File: src/rtl/mips_pkg.sv
// Shared widths, loader state encoding and header decode for the program loader.
package mips_pkg;

  localparam int WORD_W = 32;
  localparam int ADDR_W = 7;
  localparam int CNT_W  = ADDR_W + 1;

  typedef enum logic [2:0] {
    IDLE,
    HEADER,
    INSTR,
    DATA,
    WRITE,
    DONE
  } state_t;

  // 0x00 and anything above the memory depth both mean a full image
  function automatic logic [CNT_W-1:0] clip_count(input logic [7:0] b);
    logic [CNT_W-1:0] lim;
    lim = CNT_W'(1) << ADDR_W;
    if (b == 8'd0 || CNT_W'(b) > lim)
      return lim;
    return CNT_W'(b);
  endfunction

endpackage

File: src/rtl/program_loader_if.sv
// Byte stream in, core memory write port and done flag out.
interface program_loader_if;
  import mips_pkg::*;

  logic [7:0]        inByte;
  logic              inValid;
  logic              inReady;
  logic [WORD_W-1:0] instruction;
  logic [ADDR_W-1:0] instructionAddress;
  logic [WORD_W-1:0] data;
  logic [ADDR_W-1:0] dataAddress;
  logic              writeEnable;
  logic              loadDone;

  modport master (
    input  inByte, inValid,
    output inReady, instruction, instructionAddress,
    output data, dataAddress, writeEnable, loadDone
  );

  modport slave (
    output inByte, inValid,
    input  inReady, instruction, instructionAddress,
    input  data, dataAddress, writeEnable, loadDone
  );

endinterface

File: src/rtl/byte_packer.sv
// Big-endian byte-to-word assembler; word shows the word that the
// current byte completes, full marks the fourth byte of a word.
module byte_packer
  import mips_pkg::*;
(
  input  logic              clk,
  input  logic              resetN,
  input  logic              clear,
  input  logic              load,
  input  logic [7:0]        din,
  output logic [WORD_W-1:0] word,
  output logic              full
);

  logic [1:0]        cnt;
  logic [WORD_W-9:0] acc;

  assign word = {acc, din};
  assign full = (cnt == 2'd3);

  always_ff @(posedge clk or negedge resetN) begin
    if (!resetN) begin
      cnt <= '0;
      acc <= '0;
    end else if (clear) begin
      cnt <= '0;
      acc <= '0;
    end else if (load) begin
      cnt <= cnt + 2'd1;
      acc <= {acc[WORD_W-17:0], din};
    end
  end

endmodule

File: src/rtl/program_loader.sv
// Streams a counted image of (instruction, data) word pairs into the
// core's instruction and data memories, one shared write per record.
module program_loader
  import mips_pkg::*;
(
  input  logic              clk,
  input  logic              resetN,
  input  logic              start,
  program_loader_if.master  bus
);

  state_t            state;
  logic [ADDR_W-1:0] k;
  logic [CNT_W-1:0]  n;
  logic              rdy;
  logic              we;
  logic              done;
  logic [WORD_W-1:0] instr_q;
  logic [WORD_W-1:0] data_q;
  logic [ADDR_W-1:0] iaddr_q;
  logic [ADDR_W-1:0] daddr_q;

  logic [WORD_W-1:0] pk_word;
  logic              pk_full;
  logic              xfer;
  logic              load;
  logic              clear;
  logic              last;

  assign xfer  = bus.inValid && rdy;
  assign load  = xfer && (state == INSTR || state == DATA);
  assign clear = start && (state == IDLE || state == DONE);
  assign last  = ({1'b0, k} == n - CNT_W'(1));

  byte_packer u_pk (
    .clk    (clk),
    .resetN (resetN),
    .clear  (clear),
    .load   (load),
    .din    (bus.inByte),
    .word   (pk_word),
    .full   (pk_full)
  );

  always_ff @(posedge clk or negedge resetN) begin
    if (!resetN) begin
      state   <= IDLE;
      k       <= '0;
      n       <= '0;
      rdy     <= 1'b0;
      we      <= 1'b0;
      done    <= 1'b0;
      instr_q <= '0;
      data_q  <= '0;
      iaddr_q <= '0;
      daddr_q <= '0;
    end else begin
      we <= 1'b0;
      unique case (state)
        IDLE, DONE: begin
          if (start) begin
            state <= HEADER;
            done  <= 1'b0;
            k     <= '0;
            rdy   <= 1'b1;
          end
        end
        HEADER: begin
          if (xfer) begin
            n     <= clip_count(bus.inByte);
            state <= INSTR;
          end
        end
        INSTR: begin
          if (xfer && pk_full) begin
            instr_q <= pk_word;
            state   <= DATA;
          end
        end
        DATA: begin
          if (xfer && pk_full) begin
            data_q  <= pk_word;
            iaddr_q <= k;
            daddr_q <= k;
            we      <= 1'b1;
            rdy     <= 1'b0;
            state   <= WRITE;
          end
        end
        WRITE: begin
          // k saturates at the final record, so address 127 never wraps
          if (last) begin
            state <= DONE;
            done  <= 1'b1;
          end else begin
            k     <= k + ADDR_W'(1);
            rdy   <= 1'b1;
            state <= INSTR;
          end
        end
        default: state <= IDLE;
      endcase
    end
  end

  assign bus.inReady            = rdy;
  assign bus.writeEnable        = we;
  assign bus.loadDone           = done;
  assign bus.instruction        = instr_q;
  assign bus.data               = data_q;
  assign bus.instructionAddress = iaddr_q;
  assign bus.dataAddress        = daddr_q;

endmodule

File: src/flat_wrapper.sv
// flat-port wrapper written by rule: the top's interface ports become plain ports
module program_loader_flat import mips_pkg::*;
  (clk, resetN, start, bus_inByte, bus_inValid, bus_inReady, bus_instruction, bus_instructionAddress, bus_data, bus_dataAddress, bus_writeEnable, bus_loadDone);
  program_loader_if bus_i ();
  input  logic clk;
  input  logic resetN;
  input  logic start;
  input wire logic [$bits(bus_i.inByte)-1:0] bus_inByte;
  input wire logic [$bits(bus_i.inValid)-1:0] bus_inValid;
  output wire logic [$bits(bus_i.inReady)-1:0] bus_inReady;
  output wire logic [$bits(bus_i.instruction)-1:0] bus_instruction;
  output wire logic [$bits(bus_i.instructionAddress)-1:0] bus_instructionAddress;
  output wire logic [$bits(bus_i.data)-1:0] bus_data;
  output wire logic [$bits(bus_i.dataAddress)-1:0] bus_dataAddress;
  output wire logic [$bits(bus_i.writeEnable)-1:0] bus_writeEnable;
  output wire logic [$bits(bus_i.loadDone)-1:0] bus_loadDone;
  assign bus_i.inByte = bus_inByte;
  assign bus_i.inValid = bus_inValid;
  assign bus_inReady = bus_i.inReady;
  assign bus_instruction = bus_i.instruction;
  assign bus_instructionAddress = bus_i.instructionAddress;
  assign bus_data = bus_i.data;
  assign bus_dataAddress = bus_i.dataAddress;
  assign bus_writeEnable = bus_i.writeEnable;
  assign bus_loadDone = bus_i.loadDone;
  program_loader u_core (.clk(clk), .resetN(resetN), .start(start), .bus(bus_i));
endmodule
File: config.mk
export PLATFORM = sky130hd
export DESIGN_NAME = program_loader_flat
export DESIGN_NICKNAME = d
export VERILOG_FILES = /design/src/rtl/mips_pkg.sv /design/src/rtl/program_loader_if.sv /design/src/rtl/byte_packer.sv /design/src/rtl/program_loader.sv /design/src/flat_wrapper.sv
export SDC_FILE = /design/constraint.sdc
export NUM_CORES = 1
export LEC_CHECK = 0
export ABC_AREA = 1
export ABC_CLOCK_PERIOD_IN_PS = 2100
export CAP_MARGIN = 15
export CORE_MARGIN = 3
export CORE_UTILIZATION = 35
export CTS_CLUSTER_DIAMETER = 60
export DETAILED_ROUTE_END_ITERATION = 6
export GPL_TIMING_DRIVEN = 0
export REMOVE_ABC_BUFFERS = 1
export SYNTH_ARGS = -nofsm -noshare
export SYNTH_HDL_FRONTEND = slang
export SYNTH_HIERARCHICAL = 1
export SYNTH_SLANG_ARGS = --single-unit
File: constraint.sdc
create_clock -name clk -period 2.1 [get_ports clk]
set_clock_uncertainty 0.15 [all_clocks]
set_input_delay 0.42 -clock clk [delete_from_list [all_inputs] [get_ports clk]]
set_output_delay 0.42 -clock clk [all_outputs]
set_load 0.02 [all_outputs]
### Word-level counts from Yosys, hierarchy flattened

Cells that the tools add are included.

* equality and inequality tests: 13
* add/sub/neg operators: 3
* reductions and logical operators: 20
* mux-type cells: 27
* magnitude comparators: 1

Operators with widths (count)
* 24-bit two-way mux: 2
* 8-bit two-way mux: 2
* 3-bit two-way mux: 5
* 3-bit case mux with 5 select lines: 1
* 7-bit two-way mux: 2
* 7-bit case mux with 2 select lines: 1
* 1-bit two-way mux: 10
* 7-bit by 8-bit == test with 1-bit output: 1
* 8-bit > comparator, second input constant: 1
* 8-bit logical NOT: 1
* 2-bit != test, second input constant: 4
* 4-bit AND reduction: 2
* 8-bit by 1-bit subtractor with 8-bit output, second input constant: 1
* 7-bit by 1-bit adder with 7-bit output, second input constant: 1
* 3-bit by 2-bit == test with 1-bit output, second input constant: 2
* 3-bit == test, second input constant: 2
* 2-bit AND reduction: 3
* 3-bit AND reduction: 2
* 1-bit logical AND: 4
* 2-bit two-way mux: 2
* 2-bit by 1-bit != test with 1-bit output, second input constant: 2
* 2-bit nonzero test: 2
* 3-bit by 1-bit == test with 1-bit output, second input constant: 1
* 3-bit logical NOT: 1
* 7 further kinds: 9

* logic and storage cells: 75
* output and inout bits: 81
* bits of input ports: 12
* register bits after elaboration: 118

### Longest topological paths before layout

Gate-level depths: netlist (run 1).

* depth after elaboration: 6
* mapped depth: 15
* gate-level depth less buffers: 15

### Hierarchy

Netlist (run 1), hierarchy kept.

By module, submodules not included
* program_loader: cells an instance 475, sequential area each 2302.2 sq um, instances 1, area each 4045.1 sq um
* byte_packer: cells an instance 123, sequential area each 650.6 sq um, instances 1, area each 1257.5 sq um

### Least setup slack after synthesis (run 1)

Ideal clock, no wire load.

* path type: flip-flop to flip-flop
* start point: reg u_core.n[0]
* end point: reg u_core.k[0]
* setup time: 0.117 ns
* arrival: 1.562 ns
* clock period less this slack: 1.829 ns
* data required time: 1.833 ns
* path slack: 0.271 ns
* path buffers: 0
* cell stages (with the launch flop): 15
* cells stage by stage: dfrtp_1 > inv_2 > ha_1 > nand2_1 > inv_1 > nor2_1 > nand2_1 > nor2_1 > nand2_2 > nor2_4 > nand2_1 > nand2_1 > inv_1 > nand2_1 > nand2_1

* word-level cells in the longest chain between the ends: 4

RTL lines
* from (decl): RTL line program_loader.sv:14 `logic [CNT_W-1:0] n;`
* from (signal assigned): RTL line program_loader.sv:70 `n <= clip_count(bus.inByte);`
* 8-bit by 1-bit subtractor with 8-bit output: RTL line program_loader.sv:33 `assign last = ({1'b0, k} == n - CNT_W'(1));`
* 7-bit by 8-bit == test with 1-bit output: RTL line program_loader.sv:33
* 2-bit != test (no line)
* 3-bit AND reduction (no line)
* to (signal assigned): RTL line program_loader.sv:96 `k <= k + ADDR_W'(1);`
* to (decl): RTL line program_loader.sv:13 `logic [ADDR_W-1:0] k;`

No other way between the ends.
A chain may end at the register's enable or synchronous reset.

### Worst setup path in the final report (run 1)

* start point: reg u_core.instr_q[23] (netlist: u_core/bus.instruction[23])
* end point: out bus_instruction[23]

RTL lines
* from (decl): RTL line program_loader.sv:18 `logic [WORD_W-1:0] instr_q;`
* from (signal assigned): RTL line program_loader.sv:76 `instr_q <= pk_word;`
* to (decl): RTL line flat_wrapper.sv:11 `output wire logic [$bits(bus_i.instruction)-1:0] bus_instruction;`

No word-level cell between the ends.

==> results.rst, run 1 <==
.. list-table::
   :header-rows: 1

   * - Metric
     - Value
   * - Number of global-route vias before repair
     - approximately 4100
   * - Register bit total from synthesis
     - between 100 and 150
   * - R2R cell count
     - 13
   * - Critical path endpoint category
     - primary output
   * - Post-Route WL
     - 11600 µm
   * - Die X
     - approximately 130 µm
   * - Synth Area in XOR/XNOR
     - 0.0116
   * - Placed cell areas
     - between 6000 and 7000 µm²
   * - Status
     - complete, no violations
   * - Arrival time at the worst endpoint
     - 1.40 ns
   * - Cell chosen for the clock root
     - sky130_fd_sc_hd__clkbuf_16
   * - Layout Area Growth over Synthesis
     - 31.2%
   * - Total vias in the final route
     - around 4000
   * - Leakage power total
     - 3.30 nW
   * - Cell with the largest stage delay on the worst path
     - sky130_fd_sc_hd__clkdlybuf4s50_1
   * - Pwr per Cell Area
     - ~1300 nW/µm²
   * - Final hold vios
     - 0
   * - RSZ-0062 raised after global routing
     - false
   * - Initial antenna violation count
     - 0
   * - Tot Pwr
     - 9.24 mW
   * - Maximum number of pins on one net before global-route repair
     - 90
   * - Number of failing setup endpoints in the final timing report
     - 0
   * - Quantity of I/O buffers inserted on ports
     - 92
   * - Classification of the worst-slack hold path
     - in -> async
   * - Count of final max-slew check failures
     - 0
   * - Post-Syn Area
     - 5300 µm²
   * - Ant. Diodes
     - 0
   * - Number of cells in the finished layout apart from fillers
     - ~880
   * - Clock tree from TritonCTS
     - built
   * - Crit path time final
     - 1.97 ns
   * - Number of fill cells in the layout
     - roughly 1400
   * - Share of Yosys cell area claimed by the top area cell type
     - 0.557
   * - Count of nets after finishing
     - approximately 700
   * - Overall die height
     - around 130 µm
   * - WP depth
     - 1
   * - Maximum clock insertion buffer count
     - 2
   * - Slew Limit Headroom
     - 0.608
   * - I/O pin cnt
     - 93
   * - Core region area
     - around 15000 µm²
   * - Cell row count
     - 44
   * - Remaining DRCs
     - 0
   * - Skew-Pair Late Insertion Delay
     - between 0.4 and 0.5 ns
   * - Sequential area share after synthesis
     - 0.557
   * - Synthesis warning total
     - 6
   * - Initial detailed-routing violation count
     - 192
   * - Fin area
     - between 6000 and 7000 µm²
   * - Highest cell delay on the worst timing path
     - 0.62 ns
   * - Critical Path Fanout Max
     - 2
   * - Worst IR drop on VDD
     - just under 0.0006 V
   * - Critical Path RT
     - ~1.5 ns
   * - Clock buffer count from CTS
     - 17
   * - Avg Cell Area, Syn
     - a little under 9 µm²
   * - Congestion Overflow GR
     - 0
   * - Cell total after placement
     - 840
   * - Clock net sink count
     - 118
   * - Total routing resource utilization after global routing
     - 0.148
   * - Dpl ws
     - -0.275 ns
   * - Starting utilization of the core area
     - 0.361
   * - Synthesized netlist cell count
     - 598
   * - Area share of fa/ha/maj cells after synthesis
     - 0.00708
   * - Fraction of layout cells with a size suffix above 1
     - 0.121
   * - Simple-gate share of the synthesized area
     - 0.244
   * - Fmax
     - 507 MHz
   * - Fin crit share
     - 0.940
   * - Max capacitance violation total
     - 0
   * - Crit path kind
     - reg -> out
   * - CP cell instances
     - clkdlybuf4s50_1
   * - Weighted congestion at the end of routability-driven global placement
     - about 0.77
   * - DR WL/cell
     - between 10 and 15 µm
   * - DRT Pass-1 Iters
     - 4
   * - H-tree lvl count
     - 4
   * - Largest family of logic cells by synthesized area
     - simple AND/OR/NAND/NOR gates
   * - Startpoint types
     - register
   * - Unique masters post-synth
     - 34
   * - Clk slew on worst S/H paths
     - ~0.06 ns
   * - Number of nets still failing antenna checks after routing
     - 0
   * - Area of the die
     - 16700 µm²
   * - Transition at the pin with the smallest max-transition slack
     - 0.587 ns
   * - Avg Vias per Cell
     - around 4.7
   * - Final cell utilization of the core
     - 0.473
   * - Library cell with the largest summed area after synthesis
     - sky130_fd_sc_hd__dfrtp_1
   * - Top cells by area in the synthesized netlist
     - sky130_fd_sc_hd__dfrtp_1, sky130_fd_sc_hd__nand2_1, sky130_fd_sc_hd__o21ai_0
   * - Dpl hpwl
     - ~8000 µm
   * - Count of buffering cells on the critical path with inverters included
     - 1
   * - Compound-cell area share of the yosys netlist
     - 0.0795
   * - Post-layout worst setup margin
     - approximately 0.13 ns
   * - Worst path top cell family by delay
     - buffers and inverters
   * - Multiplexer share of the synthesized area
     - 0
   * - First-pass GRT wire length
     - 19800 µm
==> Yosys cell counts, drive strengths merged <==
cell type / instances
a21oi: 1
a22oi: 1
a31oi: 1
and3: 1
buf: 28
clkbuf: 12
dfrtp: 118
ha: 3
inv: 69
nand2: 199
nand3: 45
nand4: 6
nor2: 23
nor3: 4
nor4: 1
o21ai: 74
o22ai: 4
o31ai: 1
xnor2: 1
xor2: 6
==> logic make-up (layout without fill, tap and decap cells) <==
logic type,count (synthesis),after routing
fa+ha+maj,3,3
compound gates,82,82
xor+xnor,7,7
flops,118,118
simple gates,279,279
buf+inv,109,203
==> power by group <==
part           leakage (nW)  internal (mW)  switching [mW]
Sequential             1.60           2.86           0.447
Clock                 0.291           1.90            1.02
Combinational          1.40           1.20            1.81
==> final timing paths <==
path	startpoint	endpoint	slack (ns)
max	u_core/bus.instruction[23]	bus_instruction[23]	0.13
min	resetN	u_core/bus.instruction[29]	0.31
max reg2reg	u_core/n[0]	u_core/k[6]	0.20
min reg2reg	u_core/u_pk/cnt[1]	u_core/u_pk/cnt[1]	0.33
max in group asynchronous	resetN	u_core/n[5]	0.74
min in group clk	u_core/u_pk/cnt[1]	u_core/u_pk/cnt[1]	0.33
==> flip-flops by register name, indices dropped and copies added, names as in the netlist <==
name and count:
u_core/bus.writeEnable 1, u_core/bus.dataAddress 7, u_core/k 7, u_core/bus.loadDone 1, u_core/n 8, u_core/bus.inReady 1, u_core/bus.data 32, u_core/state 3
u_core/u_pk/acc 24, u_core/bus.instruction 32, u_core/u_pk/cnt 2
==> per-stage QoR <==
stage               TNS, ns  hold slack [ns]
floorplan            -51.42          -0.0256
global placement    -652.38            0.308
global route              0            0.331
CTS                       0            0.295
finish                    0            0.314
detailed placement   -12.62            0.169
==> layer usage <==
layer,routed length (µm),global-route usage
met5,0,0
met4,109,0.0432
met3,481,0.0453
met2,5430,0.234
met1,5610,0.198
==> final cells by class <==
cell class	instances	area, µm²	share of cell area
clock buffers	20	447	0.0642
repair buffers	102	1060	0.152
inverters	69	262	0.0376
well taps	184	230	0.0331
flip-flops and latches	118	2950	0.425
clock inverters	12	151	0.0218
multi-input cells	371	1850	0.266
==> layout by cell type, fill, tap and decap left out, types with 3 or more instances in the layout <==
cell,instances
sky130_fd_sc_hd__inv_1,64
sky130_fd_sc_hd__buf_4,3
sky130_fd_sc_hd__nor2_1,16
sky130_fd_sc_hd__nand4_1,6
sky130_fd_sc_hd__clkinv_2,4
sky130_fd_sc_hd__o22ai_1,4
sky130_fd_sc_hd__clkbuf_16,17
sky130_fd_sc_hd__o21ai_0,73
sky130_fd_sc_hd__nand2_2,5
sky130_fd_sc_hd__xor2_1,6
sky130_fd_sc_hd__clkdlybuf4s50_1,91
sky130_fd_sc_hd__bufinv_16,3
sky130_fd_sc_hd__nor2_2,5
sky130_fd_sc_hd__buf_6,3
sky130_fd_sc_hd__inv_2,4
sky130_fd_sc_hd__nand3_2,21
sky130_fd_sc_hd__dfrtp_1,118
sky130_fd_sc_hd__nand3_1,23
sky130_fd_sc_hd__nand2_1,192
==> timing repair <==
item,in CTS,in global routing
hold buffers,1,0
resized for setup,0,8
setup buffers,0,3
setup endpoints to repair,0,44
hold endpoints to repair,29,0
==> worst register-to-register path, stage by stage, from the launching register on <==
cell                      delay (ns)
sky130_fd_sc_hd__dfrtp_1        0.40
sky130_fd_sc_hd__inv_2          0.11
sky130_fd_sc_hd__ha_4           0.21
sky130_fd_sc_hd__nand2_1        0.06
sky130_fd_sc_hd__inv_1          0.04
sky130_fd_sc_hd__nor2_1         0.08
sky130_fd_sc_hd__nand2_1        0.07
sky130_fd_sc_hd__nor2_2         0.10
sky130_fd_sc_hd__nand2_2        0.07
sky130_fd_sc_hd__nor2_4         0.15
sky130_fd_sc_hd__nand3_4        0.12
sky130_fd_sc_hd__nand2_4        0.14
sky130_fd_sc_hd__nand2_1        0.07
sky130_fd_sc_hd__nand2_1        0.06
No activity file was read; power rests on OpenSTA's default activity.
==> run 2, diff against run 1 <==
--- a/config.mk
+++ b/config.mk
@@ -8,7 +8,6 @@
 export ABC_AREA = 1
 export ABC_CLOCK_PERIOD_IN_PS = 2100
 export CAP_MARGIN = 15
-export CORE_MARGIN = 3
 export CORE_UTILIZATION = 35
 export CTS_CLUSTER_DIAMETER = 60
 export DETAILED_ROUTE_END_ITERATION = 6
==> results.rst, run 2 (synthesis results as in run 1) <==
.. list-table::
   :header-rows: 1

   * - Metric
     - Value
   * - Crit path kind
     - reg -> out
   * - Highest cell delay on the worst timing path
     - 0.62 ns (about the same)
   * - Dpl ws
     - -0.641 ns (-0.366 ns)
   * - Weighted congestion at the end of routability-driven global placement
     - 0.791 (+3.0%)
   * - Clock tree from TritonCTS
     - built
   * - Count of final max-slew check failures
     - 0 (unchanged)
   * - Final hold vios
     - 0 (unchanged)
   * - Worst IR drop on VDD
     - 0.000515 V (-11%)
   * - Clock buffer count from CTS
     - 17 (unchanged)
   * - Total vias in the final route
     - 4107 (+0.44%)
   * - Overall die height
     - 125 µm (-3.1%)
   * - Remaining DRCs
     - 8 (+8)
   * - Cell chosen for the clock root
     - sky130_fd_sc_hd__clkbuf_16
   * - Ant. Diodes
     - 0 (unchanged)
   * - Worst path top cell family by delay
     - buffers and inverters
   * - Fraction of layout cells with a size suffix above 1
     - 0.134 (+0.0131)
   * - Most frequent standard cell in the layout excluding fill and tap cells
     - sky130_fd_sc_hd__nand2_1
   * - Count of buffering cells on the critical path with inverters included
     - 1 (unchanged)
   * - Critical path endpoint category
     - primary output
   * - Critical Path Fanout Max
     - 3 (+1)
   * - Starting utilization of the core area
     - 0.362 (+0.00136)
   * - Quantity of I/O buffers inserted on ports
     - 92 (unchanged)
   * - Final cell utilization of the core
     - 0.479 (+0.00571)
   * - DRT Pass-1 Iters
     - 7 (+3)
   * - TNS Setup
     - 0 ns (unchanged)
   * - Congestion Overflow GR
     - 0 (unchanged)
   * - Count of nets after finishing
     - 701 (+1.0%)
   * - Arrival time at the worst endpoint
     - 1.41 ns (about the same)
   * - Most frequent cells in the layout
     - sky130_fd_sc_hd__nand2_1, sky130_fd_sc_hd__dfrtp_1, sky130_fd_sc_hd__clkdlybuf4s50_1, sky130_fd_sc_hd__o21ai_0, sky130_fd_sc_hd__inv_1
   * - Initial antenna violation count
     - 0 (unchanged)
   * - Cell row count
     - 44 (unchanged)
   * - RSZ-0062 raised after global routing
     - false
   * - First-pass GRT wire length
     - 20300 µm (+2.3%)
   * - Classification of the worst-slack hold path
     - reg -> reg
   * - Clk slew on worst S/H paths
     - 0.06 ns (about the same)
   * - Cell with the largest stage delay on the worst path
     - sky130_fd_sc_hd__clkdlybuf4s50_1
   * - Skew-Pair Late Insertion Delay
     - 0.42 ns (about the same)
   * - Avg Vias per Cell
     - 4.65 (-0.36%)
   * - Transition at the pin with the smallest max-transition slack
     - 0.587 ns (-0.0000306 ns)
   * - Initial detailed-routing violation count
     - 235 (+22%)
   * - Core region area
     - 14600 µm² (-0.37%)
   * - Total routing resource utilization after global routing
     - 0.163 (+0.0143)
   * - Fin crit share
     - 0.944 (+0.00379)
   * - Number of failing setup endpoints in the final timing report
     - 0 (unchanged)
   * - Maximum clock insertion buffer count
     - 2 (unchanged)
   * - Startpoint types
     - register
   * - Post-layout worst setup margin
     - 0.118 ns (-0.00796 ns)
   * - Slew Limit Headroom
     - 0.608 (about the same)
   * - Max capacitance violation total
     - 0 (unchanged)
   * - Status
     - finished with violations
   * - Fmax
     - 505 MHz (-0.40%)
   * - Layout Area Growth over Synthesis
     - 32.3%
   * - H-tree lvl count
     - 4 (unchanged)
   * - CP cell instances
     - clkdlybuf4s50_1
   * - Post-Route WL
     - 11800 µm (+1.8%)
   * - Tot Pwr
     - 9.35 mW (+1.1%)
   * - Leakage power total
     - 3.34 nW (+1.2%)
   * - Failing checks
     - design-rule violations
   * - Area of the die
     - 15600 µm² (-6.1%)
   * - Crit path time final
     - 1.98 ns (+0.00796 ns)
   * - Pwr per Cell Area
     - 1330 nW/µm² (+0.29%)
   * - Number of global-route vias before repair
     - 4195 (+2.2%)
   * - Clock net sink count
     - 118 (unchanged)
   * - I/O pin cnt
     - 93 (unchanged)
   * - Number of nets still failing antenna checks after routing
     - 0 (unchanged)
   * - Dpl hpwl
     - 8020 µm (+0.23%)
   * - Maximum number of pins on one net before global-route repair
     - 66 (-27%)
   * - Die X
     - 125 µm (-3.1%)
   * - Critical Path RT
     - 1.53 ns (about the same)
   * - DR WL/cell
     - 13.4 µm (+0.97%)
run 2: changes by cell type in the layout (fill, tap and decap cells not counted), moves of 2 or more:
cell / change
sky130_fd_sc_hd__nand2_1: -2
sky130_fd_sc_hd__clkinv_4: +2
sky130_fd_sc_hd__buf_4: +8
sky130_fd_sc_hd__nand2_2: +2
run 2: repair_timing:
| action | in CTS | in global routing |
|---|---|---|
| buffers inserted | 1 | 10 |
| gates resized for setup | 1 | 11 |
| hold buffers | 1 | 0 |
| setup endpoints to repair | 13 | 57 |
| endpoints found under the hold margin | 53 | 0 |
| pin swaps | 0 | 7 |
run 2: through the flow:
stage,hold WS [ns],area [µm²],cells
floorplan,-0.0256,5030,558
global placement,0.307,6180,834
detailed placement,0.261,6280,839
CTS,0.333,6910,873
global route,0.351,7010,883
finish,0.327,7010,883
run 2: worst paths after layout:
check | start | to | slack (ns) | cells after the start
setup / recovery | u_core/bus.dataAddress[2] | bus_dataAddress[2] | 0.12 | 1
hold reg to reg | u_core/u_pk/acc[17] | u_core/u_pk/acc[17] | 0.33 | 2
min in group asynchronous | resetN | u_core/bus.inReady | 0.37 | 2
max in group asynchronous | resetN | u_core/bus.data[24] | 0.73 | 3
hold / removal | u_core/u_pk/acc[17] | u_core/u_pk/acc[17] | 0.33 | 2
setup reg to reg | u_core/n[0] | u_core/k[5] | 0.17 | 13
run 2: cell type report:
class	instances	area [µm²]
clock buffer	20	447
clock inverter	12	153
fill	1370	7630
inverter	69	262
multi-input combinational	371	1860
sequential	118	2950
tap	184	230
timing repair buffer	109	1100
run 2: power breakdown:
part / internal (mW) / total [mW] / switching [mW] / leakage (nW)
clock: 1.89 / 2.93 / 1.04 / 0.294
combinational: 1.25 / 3.10 / 1.85 / 1.44
sequential: 2.86 / 3.31 / 0.453 / 1.60
run 2: metal layers:
metal  vias to the layer above  global-route usage  part of all wire
met3                        22              0.0419             0.040
met5                         -                   0                 0
li1                       2046                   -                 -
met4                         0              0.0653             0.018
met2                       104               0.266              0.48
met1                      1935               0.206              0.46
